### src/rtl/riscv_pkg.sv
// Shared definitions for the 5-stage RISC-V core: pipeline control states and
// instruction-format constants.
package riscv_pkg;

  typedef enum logic [1:0] {
    StRun,
    StFlush,
    StFreeze
  } state_e;

  localparam logic [31:0] NOP_INSTR = 32'h0000_0013;
  localparam int unsigned REG_IDX_W = 5;

endpackage

### src/rtl/perf_sat_cnt.sv
// Saturating up-counter with enable and synchronous active-low clear.
module perf_sat_cnt #(
  parameter int unsigned Width = 16
) (
  input  logic             clk,
  input  logic             rst_n,
  input  logic             en,
  output logic [Width-1:0] cnt
);

  logic [Width-1:0] cnt_q;

  always_ff @(posedge clk) begin
    if (!rst_n) begin
      cnt_q <= '0;
    end else if (en && (cnt_q != {Width{1'b1}})) begin
      cnt_q <= cnt_q + Width'(1);
    end
  end

  assign cnt = cnt_q;

endmodule

### src/rtl/hazard_ctrl.sv
// Pipeline hazard controller: prioritised stall/flush generation for PC, IF/ID and
// ID/EX, a RUN/FLUSH/FREEZE sequencer and saturating performance counters.
module hazard_ctrl
  import riscv_pkg::*;
#(
  parameter int unsigned FLUSH_EXTRA = 1
) (
  input  logic                 clk,
  input  logic                 rst_n,
  input  logic [REG_IDX_W-1:0] id_rs1,
  input  logic [REG_IDX_W-1:0] id_rs2,
  input  logic                 id_rs1_used,
  input  logic                 id_rs2_used,
  input  logic [REG_IDX_W-1:0] ex_rd,
  input  logic                 ex_memread,
  input  logic                 ex_redirect,
  input  logic                 imem_ready,
  input  logic                 dmem_busy,
  output logic                 pc_stall,
  output logic                 ifid_stall,
  output logic                 ifid_flush,
  output logic                 idex_flush,
  output logic                 exmem_stall,
  output logic [31:0]          stall_cycles,
  output logic [15:0]          redirect_count
);

  localparam logic [2:0] FlushLoad = 3'(FLUSH_EXTRA);

  state_e     state_q, state_d;
  state_e     ret_q, ret_d;
  state_e     eff_state;
  logic [2:0] cnt_q, cnt_d;
  logic       lu;
  logic       redirect_acc;

  assign lu = ex_memread && (ex_rd != '0) &&
              ((id_rs1_used && (id_rs1 == ex_rd)) || (id_rs2_used && (id_rs2 == ex_rd)));

  always_comb begin
    pc_stall     = 1'b0;
    ifid_stall   = 1'b0;
    ifid_flush   = 1'b0;
    idex_flush   = 1'b0;
    exmem_stall  = 1'b0;
    redirect_acc = 1'b0;
    state_d      = state_q;
    ret_d        = ret_q;
    cnt_d        = cnt_q;
    // Leaving FREEZE behaves exactly like being in the saved state this cycle.
    eff_state    = (state_q == StFreeze) ? ret_q : state_q;

    if (!rst_n) begin
      ifid_flush = 1'b1;
      idex_flush = 1'b1;
      state_d    = StRun;
      ret_d      = StRun;
      cnt_d      = '0;
    end else if (dmem_busy) begin
      pc_stall    = 1'b1;
      ifid_stall  = 1'b1;
      exmem_stall = 1'b1;
      state_d     = StFreeze;
      ret_d       = eff_state;
    end else if (ex_redirect) begin
      ifid_flush   = 1'b1;
      idex_flush   = 1'b1;
      redirect_acc = 1'b1;
      if (FLUSH_EXTRA > 0) begin
        state_d = StFlush;
        cnt_d   = FlushLoad;
      end else begin
        state_d = StRun;
      end
    end else if (eff_state == StFlush) begin
      ifid_flush = 1'b1;
      cnt_d      = cnt_q - 3'd1;
      state_d    = (cnt_q <= 3'd1) ? StRun : StFlush;
    end else begin
      state_d = StRun;
      if (lu) begin
        pc_stall   = 1'b1;
        ifid_stall = 1'b1;
        idex_flush = 1'b1;
      end else if (!imem_ready) begin
        // Hold the PC and feed a NOP into IF/ID until fetch data arrives.
        pc_stall   = 1'b1;
        ifid_flush = 1'b1;
      end
    end
  end

  always_ff @(posedge clk) begin
    if (!rst_n) begin
      state_q <= StRun;
      ret_q   <= StRun;
      cnt_q   <= '0;
    end else begin
      state_q <= state_d;
      ret_q   <= ret_d;
      cnt_q   <= cnt_d;
    end
  end

  perf_sat_cnt #(
    .Width(32)
  ) u_stall_cnt (
    .clk  (clk),
    .rst_n(rst_n),
    .en   (pc_stall),
    .cnt  (stall_cycles)
  );

  perf_sat_cnt #(
    .Width(16)
  ) u_redir_cnt (
    .clk  (clk),
    .rst_n(rst_n),
    .en   (redirect_acc),
    .cnt  (redirect_count)
  );

endmodule

### config.mk
export PLATFORM = sky130hd
export DESIGN_NAME = hazard_ctrl
export DESIGN_NICKNAME = d
export VERILOG_FILES = /design/src/rtl/riscv_pkg.sv /design/src/rtl/perf_sat_cnt.sv /design/src/rtl/hazard_ctrl.sv
export SDC_FILE = /design/constraint.sdc
export NUM_CORES = 1
export LEC_CHECK = 0
export CAP_MARGIN = 10
export CORE_MARGIN = 4
export CORE_UTILIZATION = 50
export CTS_BUF_LIST = sky130_fd_sc_hd__clkbuf_2 sky130_fd_sc_hd__clkbuf_4 sky130_fd_sc_hd__clkbuf_8
export CTS_CLUSTER_DIAMETER = 40
export DETAILED_ROUTE_END_ITERATION = 10
export MAX_ROUTING_LAYER = met4
export PLACE_DENSITY = 0.82
export SYNTH_ARGS = -nofsm -noshare
export SYNTH_HDL_FRONTEND = slang
export SYNTH_SLANG_ARGS = --single-unit
### constraint.sdc
create_clock -name clk -period 2.1 [get_ports clk]
set_input_delay 0.315 -clock clk [delete_from_list [all_inputs] [get_ports clk]]
set_output_delay 0.315 -clock clk [all_outputs]
set_load 0.01 [all_outputs]
# Word level (Yosys, flattened, before mapping)
# Index checks and enable logic that the tools add are counted.
[op_classes]
n_bitwise = 2
n_mul = 0
div_mod_pow = 0
shift = 0
magnitude_cmp = 1
reduce_logical = 11
eq_ne = 6
add_sub_neg = 3
n_mux = 31
[op_table]
columns = ["cell", "n"]
rows = [
  ["$add A32 B1 Y32 const B", 1],
  ["$ne A32 B32 Y1 const B", 1],
  ["$mux W1", 27],
  ["$add A16 B1 Y16 const B", 1],
  ["$ne A16 B16 Y1 const B", 1],
  ["$eq A5 B5 Y1", 2],
  ["$logic_and A1 B1 Y1", 6],
  ["$mux W3", 2],
  ["$reduce_bool A5 Y1", 1],
  ["$mux W2", 2],
  ["$le A3 B1 Y1 const B", 1],
  ["$sub A3 B1 Y3 const B", 1],
  ["$eq A2 B1 Y1 const B", 1],
  ["$eq A2 B2 Y1 const B", 1],
  ["$not A1 Y1", 2],
  ["$reduce_and A2 Y1", 1],
  ["$reduce_bool A2 Y1", 1],
  ["$reduce_or A2 Y1", 1],
  ["$logic_or A1 B1 Y1", 1],
]
[totals]
out_inout_bits = 53
n_memories = 0
rom_bits = 0
ramBits = 0
latch_bits = 0
ff_bits = 55

# Longest topological paths before layout
# Gate-level depths: netlist (run 1).
[depth]
word_depth = 10
depth_mapped = 9

# By module
# A second synthesis (run 1) with hierarchy kept.
[hier_totals]
cells_unflattened = 364
hier_area_um2 = 3067.9
[by_module_without_submodules]
columns = ["mod", "instances", "cells_each", "area_each_um2", "seq_area_each_um2"]
rows = [
  ["perf_sat_cnt at u_stall_cnt", 1, 200, 1704.1, 640.6],
  ["perf_sat_cnt at u_redir_cnt", 1, 97, 837.1, 320.3],
  ["hazard_ctrl", 1, 67, 526.8, 140.1],
]

# Worst setup path after synthesis (run 1)
# No wires, ideal clock.
[synth_timing]
kind = "register to register"
from = "register u_stall_cnt.cnt_q[8] (netlist: u_stall_cnt.cnt[8])"
to = "register u_stall_cnt.cnt_q[5] (netlist: u_stall_cnt.cnt[5])"
t_arrival_ps = 1929
stages_incl_launch_ff = 10
setup_slack_ps = 100
required_time_ps = 2028
period_less_slack_ps = 2000
setup_ps = 72
path_buffers = 1
path_cell_list = "dfxtp_1 -> and4_1 -> and2_4 -> nand2_2 -> nor4_2 -> nor3_2 -> and2_0 -> buf_2 -> nand4_1 -> mux2i_1"
[synth_between]
elab_chain_cells = 2
[synth_lines]
columns = ["element", "line", "source"]
rows = [
  ["start: declaration", "perf_sat_cnt.sv:11", "logic [Width-1:0] cnt_q;"],
  ["start signal: assignment", "perf_sat_cnt.sv:17", "cnt_q <= cnt_q + Width'(1);"],
  ["$ne A32 B32 Y1", "perf_sat_cnt.sv:16", "end else if (en && (cnt_q != {Width{1'b1}})) begin"],
  ["$logic_and A1 B1 Y1", "perf_sat_cnt.sv:16", ""],
]
# Every way passes these cells.
# A chain may end at the register's enable or synchronous reset.

# Worst setup path after layout (run 1)
[layout_timing]
from = "input port ex_rd[1]"
to = "output port idex_flush"
[layout_between]
elab_chain_cells = 9
elab_cells_between_ends = 13
[layout_lines]
columns = ["element", "line", "source"]
rows = [
  ["start: declaration", "hazard_ctrl.sv:14", "input logic [REG_IDX_W-1:0] ex_rd,"],
  ["$eq A5 B5 Y1", "hazard_ctrl.sv:38", "((id_rs1_used && (id_rs1 == ex_rd)) || (id_rs2_used && (id_rs2 == ex_rd)));"],
  ["$logic_and A1 B1 Y1", "hazard_ctrl.sv:38", ""],
  ["$logic_or A1 B1 Y1", "hazard_ctrl.sv:38", ""],
  ["$logic_and A1 B1 Y1 *", "hazard_ctrl.sv:37", "assign lu = ex_memread && (ex_rd != '0) &&"],
  ["$mux W1 *", "hazard_ctrl.sv:81", "if (lu) begin"],
  ["$mux W1 *", "hazard_ctrl.sv:75", "end else if (eff_state == StFlush) begin"],
  ["$mux W1 *", "hazard_ctrl.sv:65", "end else if (ex_redirect) begin"],
  ["$mux W1 *", "hazard_ctrl.sv:59", "end else if (dmem_busy) begin"],
  ["$mux W1 *", "hazard_ctrl.sv:53", "if (!rst_n) begin"],
  ["end: declaration", "hazard_ctrl.sv:22", "output logic idex_flush,"],
]
# Mark *: on every way between the ends. The rest lies on a longest branch, timed or not.

==> reports/qor.txt, run 1 <==
CTS
--------------------------------------------------------------------------------------------------
CTS Root Cell                                                                         sky130_fd_sc_hd__clkbuf_8
Clock transition time at the flip-flop clock pins of the worst setup and hold paths        0.10 ns
TritonCTS clock tree                                                                           yes
Depth of the CTS H-tree                                                                          2
Cts bufs inserted                                                                                5
Worst-Skew Late Latency                                                                    0.32 ns
Sinks on Clock Net                                                                              55
Maximum buffer depth of the clock tree                                                           2
Hold buffer count at CTS                                                                         0

SETUP PATH
--------------------------------------------------------------------------------------------------
CP Capture Type                                                                       primary output
Most frequent cell on the critical path                                               sky130_fd_sc_hd__buf_2
Type of the worst setup path                                                          primary input to primary output
Endpoint arrival time on the critical path                                                 1.88 ns
CP Launch Type                                                                        primary input
Cell chain of the critical path                                                       buf_2 > buf_6 > xor2_2 > nor4_2 > and3_4 > o21a_1 > a21oi_2 > o21ai_1 > buf_2
Maximum fanout encountered on the critical timing path                                           2
WP data required                                                                           1.78 ns
Cell with the largest stage delay on the worst path                                   sky130_fd_sc_hd__nor4_2
Stage delay of the slowest cell on the critical path                                       0.29 ns

TIMING
--------------------------------------------------------------------------------------------------
Min Clock Period, post-route                                                               2.20 ns
Slew Limit Fails                                                                                 0
Slew at the pin closest to its max-slew limit                                             0.357 ns
Final hold violations                                                                            0
Normalized max-slew margin                                                                   0.760
Total of endpoints with negative setup slack in the final report                                11
Fraction of the cycle the final worst path needs                                              1.05
RSZ-0062 raised after global routing                                                          true
Setup slack after layout                                                                -0.0969 ns
Highest Clock Rate                                                                       0.455 GHz
Minimum hold slack                                                                        0.498 ns
Final Skew                                                                              0.00687 ns

FINISH
--------------------------------------------------------------------------------------------------
Storage cell area                                                                        1110 um^2
Nets@finish                                                                                    513
Syn-to-layout area delta                                                                     60.4%
Fillers                                                                                        300
Number of standard cells in the final layout excluding fillers                                 558
Antenna cells                                                                                    0
Share of cells above drive strength 1                                                        0.324
Final instance area                                                                      4490 um^2
Area of the multi-input gates                                                            1860 um^2

SYNTH
--------------------------------------------------------------------------------------------------
Synthesized net count                                                                          366
Ranking of synthesized cells by instance count                                        55 x sky130_fd_sc_hd__dfxtp_1, 43 x sky130_fd_sc_hd__nor2_1, 32 x sky130_fd_sc_hd__nand2_1
Warnings from Yosys                                                                              0
Post-Syn Area per Cell                                                                   8.23 um^2
Flop and latch count out of synthesis                                                           55
Share of Yosys cell area claimed by the top area cell type                                   0.394
Sequential cell area fraction in the yosys report                                            0.394
Area of the mapped netlist                                                               2800 um^2
Library cell with the highest instance count after synthesis                          sky130_fd_sc_hd__dfxtp_1
Count of different cell masters after synthesis                                                 46
Post-synthesis async set-or-reset flop share                                                     0
Ranking of synthesized cells by area                                                  sky130_fd_sc_hd__dfxtp_1 39%, sky130_fd_sc_hd__xor2_1 6.6%, sky130_fd_sc_hd__nor2_1 5.8%, sky130_fd_sc_hd__nand2_1 4.3%, sky130_fd_sc_hd__xnor2_1 3.8%
Synthesized netlist cell count                                                                 340
Top_reg_cell synth                                                                    sky130_fd_sc_hd__dfxtp_1
Number of enable flip-flop cells after synthesis                                                 0
Post-synth top area cell                                                              sky130_fd_sc_hd__dfxtp_1

PLACE
--------------------------------------------------------------------------------------------------
Placed cells                                                                                   534
Weighted congestion at the end of routability-driven global placement                        0.833
HPWL after detailed placement                                                              6310 um
Count of buffers from port buffering                                                            75
Placed inst area                                                                         4040 um^2

DETAILED ROUTING
--------------------------------------------------------------------------------------------------
Number of vias per cell                                                                       5.89
Count of routing violations after the opening detailed-route iteration                         281
Wire per inst                                                                              18.5 um
First-pass detailed-route iteration total                                                        5
Final wirelength                                                                          10300 um
Antenna-violating nets left                                                                      0
Residual DRC                                                                                     0
Vias after detailed routing                                                                   3286

PWR
--------------------------------------------------------------------------------------------------
Pwr dens                                                                               434 nW/um^2
Worst vdd ir                                                                                496 uV
Leakage power                                                                              1.73 nW

FLOORPLAN
--------------------------------------------------------------------------------------------------
Initial core utilization                                                                     0.531
Floorplan die height                                                                       82.8 um
I/O pin cnt                                                                                     76
Row cnt                                                                                         26
Die width                                                                                  82.8 um
Placeable Area                                                                           5270 um^2
Die area                                                                                 6860 um^2

RUN
--------------------------------------------------------------------------------------------------
Number of max-cap violations                                                                     0

STATUS
--------------------------------------------------------------------------------------------------
Run status                                                                            complete, but fails checks
Violations in the final reports                                                       setup timing

GRT
--------------------------------------------------------------------------------------------------
Vias in the first global route                                                                3231
Antenna violations before repair                                                                 0
Gr usage total                                                                               0.266
Pin count of the biggest net entering global routing                                            28
Total congestion overflow                                                                        0
Global-route wire length before repair                                                    14800 um

HOLD PATH
--------------------------------------------------------------------------------------------------
Hold crit path type                                                                   flip-flop to flip-flop

-- critical path: cells and delay by family --
kind,cells,cell delay (ns)
XOR/XNOR,1,0.15
buffers and inverters,3,0.42
AND/OR/NAND/NOR,2,0.56
AO/OA/AOI/OAI,3,0.45
-- worst paths after layout --
kind                                            to  slack, ns  cells past startpoint           startpoint
worst max register to register  u_stall_cnt.cnt[9]      -0.09                     11  u_stall_cnt.cnt[25]
worst min register to register            cnt_q[2]       0.50                      2             cnt_q[2]
worst min-delay path                      cnt_q[2]       0.50                      2             cnt_q[2]
worst max-delay path                    idex_flush       -0.1                      9             ex_rd[1]
-- through the flow --
stage	utilization	setup WS [ns]	total power [mW]	TNS (ns)
2_1_floorplan	-	0.0998	1.18	0
3_3_place_gp	0.767	-0.656	1.30	-16.13
3_5_place_dp	0.767	-0.752	1.31	-20.18
4_1_cts	0.804	-0.0279	1.90	-0.116
5_1_grt	0.851	-0.161	1.99	-2.01
6_report	0.851	-0.0969	1.95	-0.481
-- placed cells by master, fill, tap and decap left out, types with 3 or more instances in the layout --
cell,netlist,routed
sky130_fd_sc_hd__a21oi_1,19,13
sky130_fd_sc_hd__a21oi_2,0,6
sky130_fd_sc_hd__and3_1,6,5
sky130_fd_sc_hd__and4_4,0,3
sky130_fd_sc_hd__buf_2,3,6
sky130_fd_sc_hd__buf_4,0,70
sky130_fd_sc_hd__buf_6,1,10
sky130_fd_sc_hd__clkbuf_2,0,6
sky130_fd_sc_hd__clkbuf_8,0,5
sky130_fd_sc_hd__clkdlybuf4s50_1,0,57
sky130_fd_sc_hd__dfxtp_1,55,46
sky130_fd_sc_hd__dfxtp_2,0,9
sky130_fd_sc_hd__inv_1,9,9
sky130_fd_sc_hd__mux2i_1,7,7
sky130_fd_sc_hd__nand2_1,32,31
sky130_fd_sc_hd__nand2b_1,4,4
sky130_fd_sc_hd__nand3_1,17,14
sky130_fd_sc_hd__nand4_1,15,15
sky130_fd_sc_hd__nor2_1,43,40
sky130_fd_sc_hd__nor3_1,7,7
sky130_fd_sc_hd__nor3_4,0,3
sky130_fd_sc_hd__nor4_1,7,3
sky130_fd_sc_hd__nor4_4,0,3
sky130_fd_sc_hd__o21a_1,3,3
sky130_fd_sc_hd__o21ai_0,12,11
sky130_fd_sc_hd__o31ai_1,6,3
sky130_fd_sc_hd__o31ai_2,0,3
sky130_fd_sc_hd__or3_1,9,7
sky130_fd_sc_hd__or4_1,6,4
sky130_fd_sc_hd__xnor2_1,12,12
sky130_fd_sc_hd__xor2_1,21,19
-- metal layers --
metal | GRT usage | up-vias | share of wire
met1 | 0.290 | 1550 | 0.38
met3 | 0.0495 | 64 | 0.063
met2 | 0.464 | 180 | 0.51
li1 | - | 1492 | -
met4 | 0.126 | 0 | 0.052
met5 | - | - | 0
-- timing repair --
action,4_1_cts,5_1_grt
pin swaps,21,34
endpoints found under the hold margin,0,0
setup endpoints to repair,35,39
buffers inserted,7,11
resized for setup,65,69
-- sequential cells by signal (all words and copies together) (netlist names) --
name	cells
u_redir_cnt.cnt	16
u_stall_cnt.cnt	32
state_q	2
ret_q	2
cnt_q	3
-- cells by family after synthesis --
group                    Yosys count  share of synthesized area
adder cells (fa/ha/maj)            3                     0.0134
multiplexers                       7                     0.0250
flip-flops                        55                      0.394
AND/OR/NAND/NOR                  169                      0.320
AO/OA/AOI/OAI                     51                      0.111
XOR/XNOR                          33                      0.103
buffers and inverters             22                     0.0335
-- layout make-up --
cell class	count	share of cell area
clock inverters	2	0.00279
repair buffers	153	0.291
multi-input cells	263	0.414
inverters	9	0.00753
flip-flops and latches	55	0.248
clock buffers	6	0.0170
well taps	70	0.0195
-- power breakdown --
part	total, mW	switching, mW	internal [mW]
clock network	0.617	0.370	0.247
logic	0.269	0.137	0.133
registers	1.06	0.00893	1.05
total	1.95	0.516	1.43
Power figures use the tool's default switching activity.
==> run 2, diff against run 1 <==
- CAP_MARGIN: 10 -> 20
==> results of run 2 <==
The final DEF is identical to that of run 1; final timing and power are the same.
==> RTL edit, RTL diff (settings of run 1) <==
Encoding of `state_e`: now one-hot (3 bits for 3 states).
--- a/src/rtl/riscv_pkg.sv
+++ b/src/rtl/riscv_pkg.sv
@@ -2,10 +2,10 @@
 // instruction-format constants.
 package riscv_pkg;
 
-  typedef enum logic [1:0] {
-    StRun,
-    StFlush,
-    StFreeze
+  typedef enum logic [2:0] {
+    StRun    = 3'b001,
+    StFlush  = 3'b010,
+    StFreeze = 3'b100
   } state_e;
 
   localparam logic [31:0] NOP_INSTR = 32'h0000_0013;
Function: no difference found for any inputs over 10 cycles, from zero or initial values and one cycle with rst_n low; not proved beyond that.
==> RTL edit against run 1 <==
- global-route usage is 2.6 points lower
- design area is 1.4% lower
- routed wire length is 16% lower
- total power is 32% higher
- synthesized cell count is 13% higher
- sequential cell count is 2 higher
- highest routed layer unchanged
- setup slack better by 130 ps
- die area is 9.3% higher
- critical endpoint is now ifid_stall
- synthesized area is 10% higher
- critical path depth is 1 lower
==> RTL edit: results (changes against run 1) <==
- CTS clk-pin slew, worst paths: 60 ps (-40 ps)
- Maximum VDD drop: 480 uV (-3.3%)
- Number of CTS-inserted buffers: 9 (+4)
- Status: completed
- WL/cell: 15.4 um (-17%)
- First-pass GRT wire length: 14100 um (-4.8%)
- Layout net count: 509 (-0.78%)
- Sequential area share after synthesis: 0.370 (-0.0239)
- Crit-path max FO: 3 (+1)
- Root Driver: clkbuf_8
- Initial antenna violation count: 0 (unchanged)
- Setup WS pre-CTS: -589 ps (+163 ps)
- Largest net degree at the start of global routing: 38 (+36%)
- Estimated wirelength of the detail-placed design: 6080 um (-3.6%)
- Drt first pass iters: 4 (-1)
- NetSw: 0.578 mW (+12%)
- Vias in the first global route: 3112 (-3.7%)
- Ant. Diodes: 0 (unchanged)
- DR iter-0 viols: 206 (-27%)
- Top cells by area, synth: dfxtp_1 (37%), a21oi_1 (4.9%), or3_1 (4.9%)
- List of most frequent post-synthesis cells: dfxtp_1 (57), nand2_1 (39), a21oi_1 (30), o21ai_0 (25), or3_1 (24)
- Layout cell share with drive strength beyond 1: 0.170 (-0.154)
- Setup Skew: 8.68 ps (+1.81 ps)
- Relative slew slack: 0.704 (-0.0558)
- Gr usage total: 0.240 (-0.0262)
- Reg2reg start: u_stall_cnt.cnt[13]
- Pleak: 1.59 nW (-8.2%)
- CTS max path bufs: 2 (unchanged)
- Hold Crit Start: dmem_busy
- Cell variety after synth: 49 (+6.5%)
- Number of flip-flops in the largest register: 32 (unchanged)
- Warnings from Yosys: 0 (unchanged)
- Min-Delay Path Class: input port to flop
- Worst-Skew Late Latency: 340 ps (+20 ps)
- Crit path arrival time: 1750 ps (-130 ps)
- CTS H-tree depth: 3 (+1)
- # port buffers: 75 (unchanged)
- Vias: 3232 (-1.6%)
- Syn nets: 410 (+12%)
- Fillcell total: 438 (+46%)
- FFs w/ async S/R, synth: 0 (unchanged)
- Crit path from: ex_rd[4]
- Gpl congestion: 0.857 (+2.9%)
RTL edit: cell count changes after synthesis, sizes merged, moves of 8 or more:
cell   delta
xor2     -19
nor2     -22
o21ai    +17
or3      +15
inv       +8
a21oi    +11
RTL edit: worst paths after layout:
kind                            depth (start not counted)  slack, ps             endpoint
worst min-delay path                                    3        400           state_q[1]
worst min register to register                          2        480             ret_q[2]
worst max register to register                          7         80  u_stall_cnt.cnt[21]
worst max-delay path                                    8         30           ifid_stall
RTL edit: metrics by stage:
step                      total power [mW]  instance area (um2)  cells
final                                 2.57                 4430    563
after global routing                  2.66                 4430    563
after CTS                             2.57                 4290    562
after detailed placement              1.37                 4070    546
after global placement                1.36                 4070    546
after floorplan                       1.25                 3090    384
RTL edit: layout make-up:
| cell class | count | area, um2 | area share |
|---|---|---|---|
| inverter | 17 | 63.8 | 0.0144 |
| sequential | 57 | 1140 | 0.259 |
| clock inverter | 2 | 60.1 | 0.0136 |
| multi-input combinational | 292 | 1880 | 0.426 |
| timing repair buffer | 106 | 1000 | 0.227 |
| tap | 75 | 93.8 | 0.0212 |
| clock buffer | 14 | 174 | 0.0393 |
RTL edit: what timing repair did:
item | CTS | global route
gates resized for setup | 29 | 34
pin swaps | 4 | 14
endpoints found under the setup margin | 25 | 34
buffers inserted | 0 | 1
RTL edit: logic make-up after synthesis:
kind of cell,count (synthesis),synth area share
simple gates,181,0.331
compound gates,79,0.148
flops,57,0.370
buf+inv,35,0.0523
xor+xnor,19,0.0539
mux,10,0.0324
fa+ha+maj,3,0.0122
RTL edit: worst max-delay path, stage by stage:
cell           delay (ps)
dlygate4sd2_1         280
xnor2_1               210
nand4_1               130
o22ai_2               210
and3_4                210
or2_4                 110
and3_4                180
buf_6                 100
RTL edit: layer usage:
| layer | track usage | vias up | routed length [um] |
|---|---|---|---|
| met2 | 0.410 | 115 | 4400 |
| met3 | 0.0561 | 20 | 543 |
| met4 | 0.0822 | 0 | 178 |
| li1 | - | 1585 | - |
| met5 | - | - | 0 |
| met1 | 0.274 | 1512 | 3540 |
RTL edit: power groups by stage:
stage	Combinational, mW	Sequential (mW)	Clock, mW
after floorplan	0.114	1.14	0
after global placement	0.224	1.13	0
after detailed placement	0.231	1.14	0
after CTS	0.224	1.11	1.23
after global routing	0.258	1.12	1.28
final	0.238	1.12	1.22
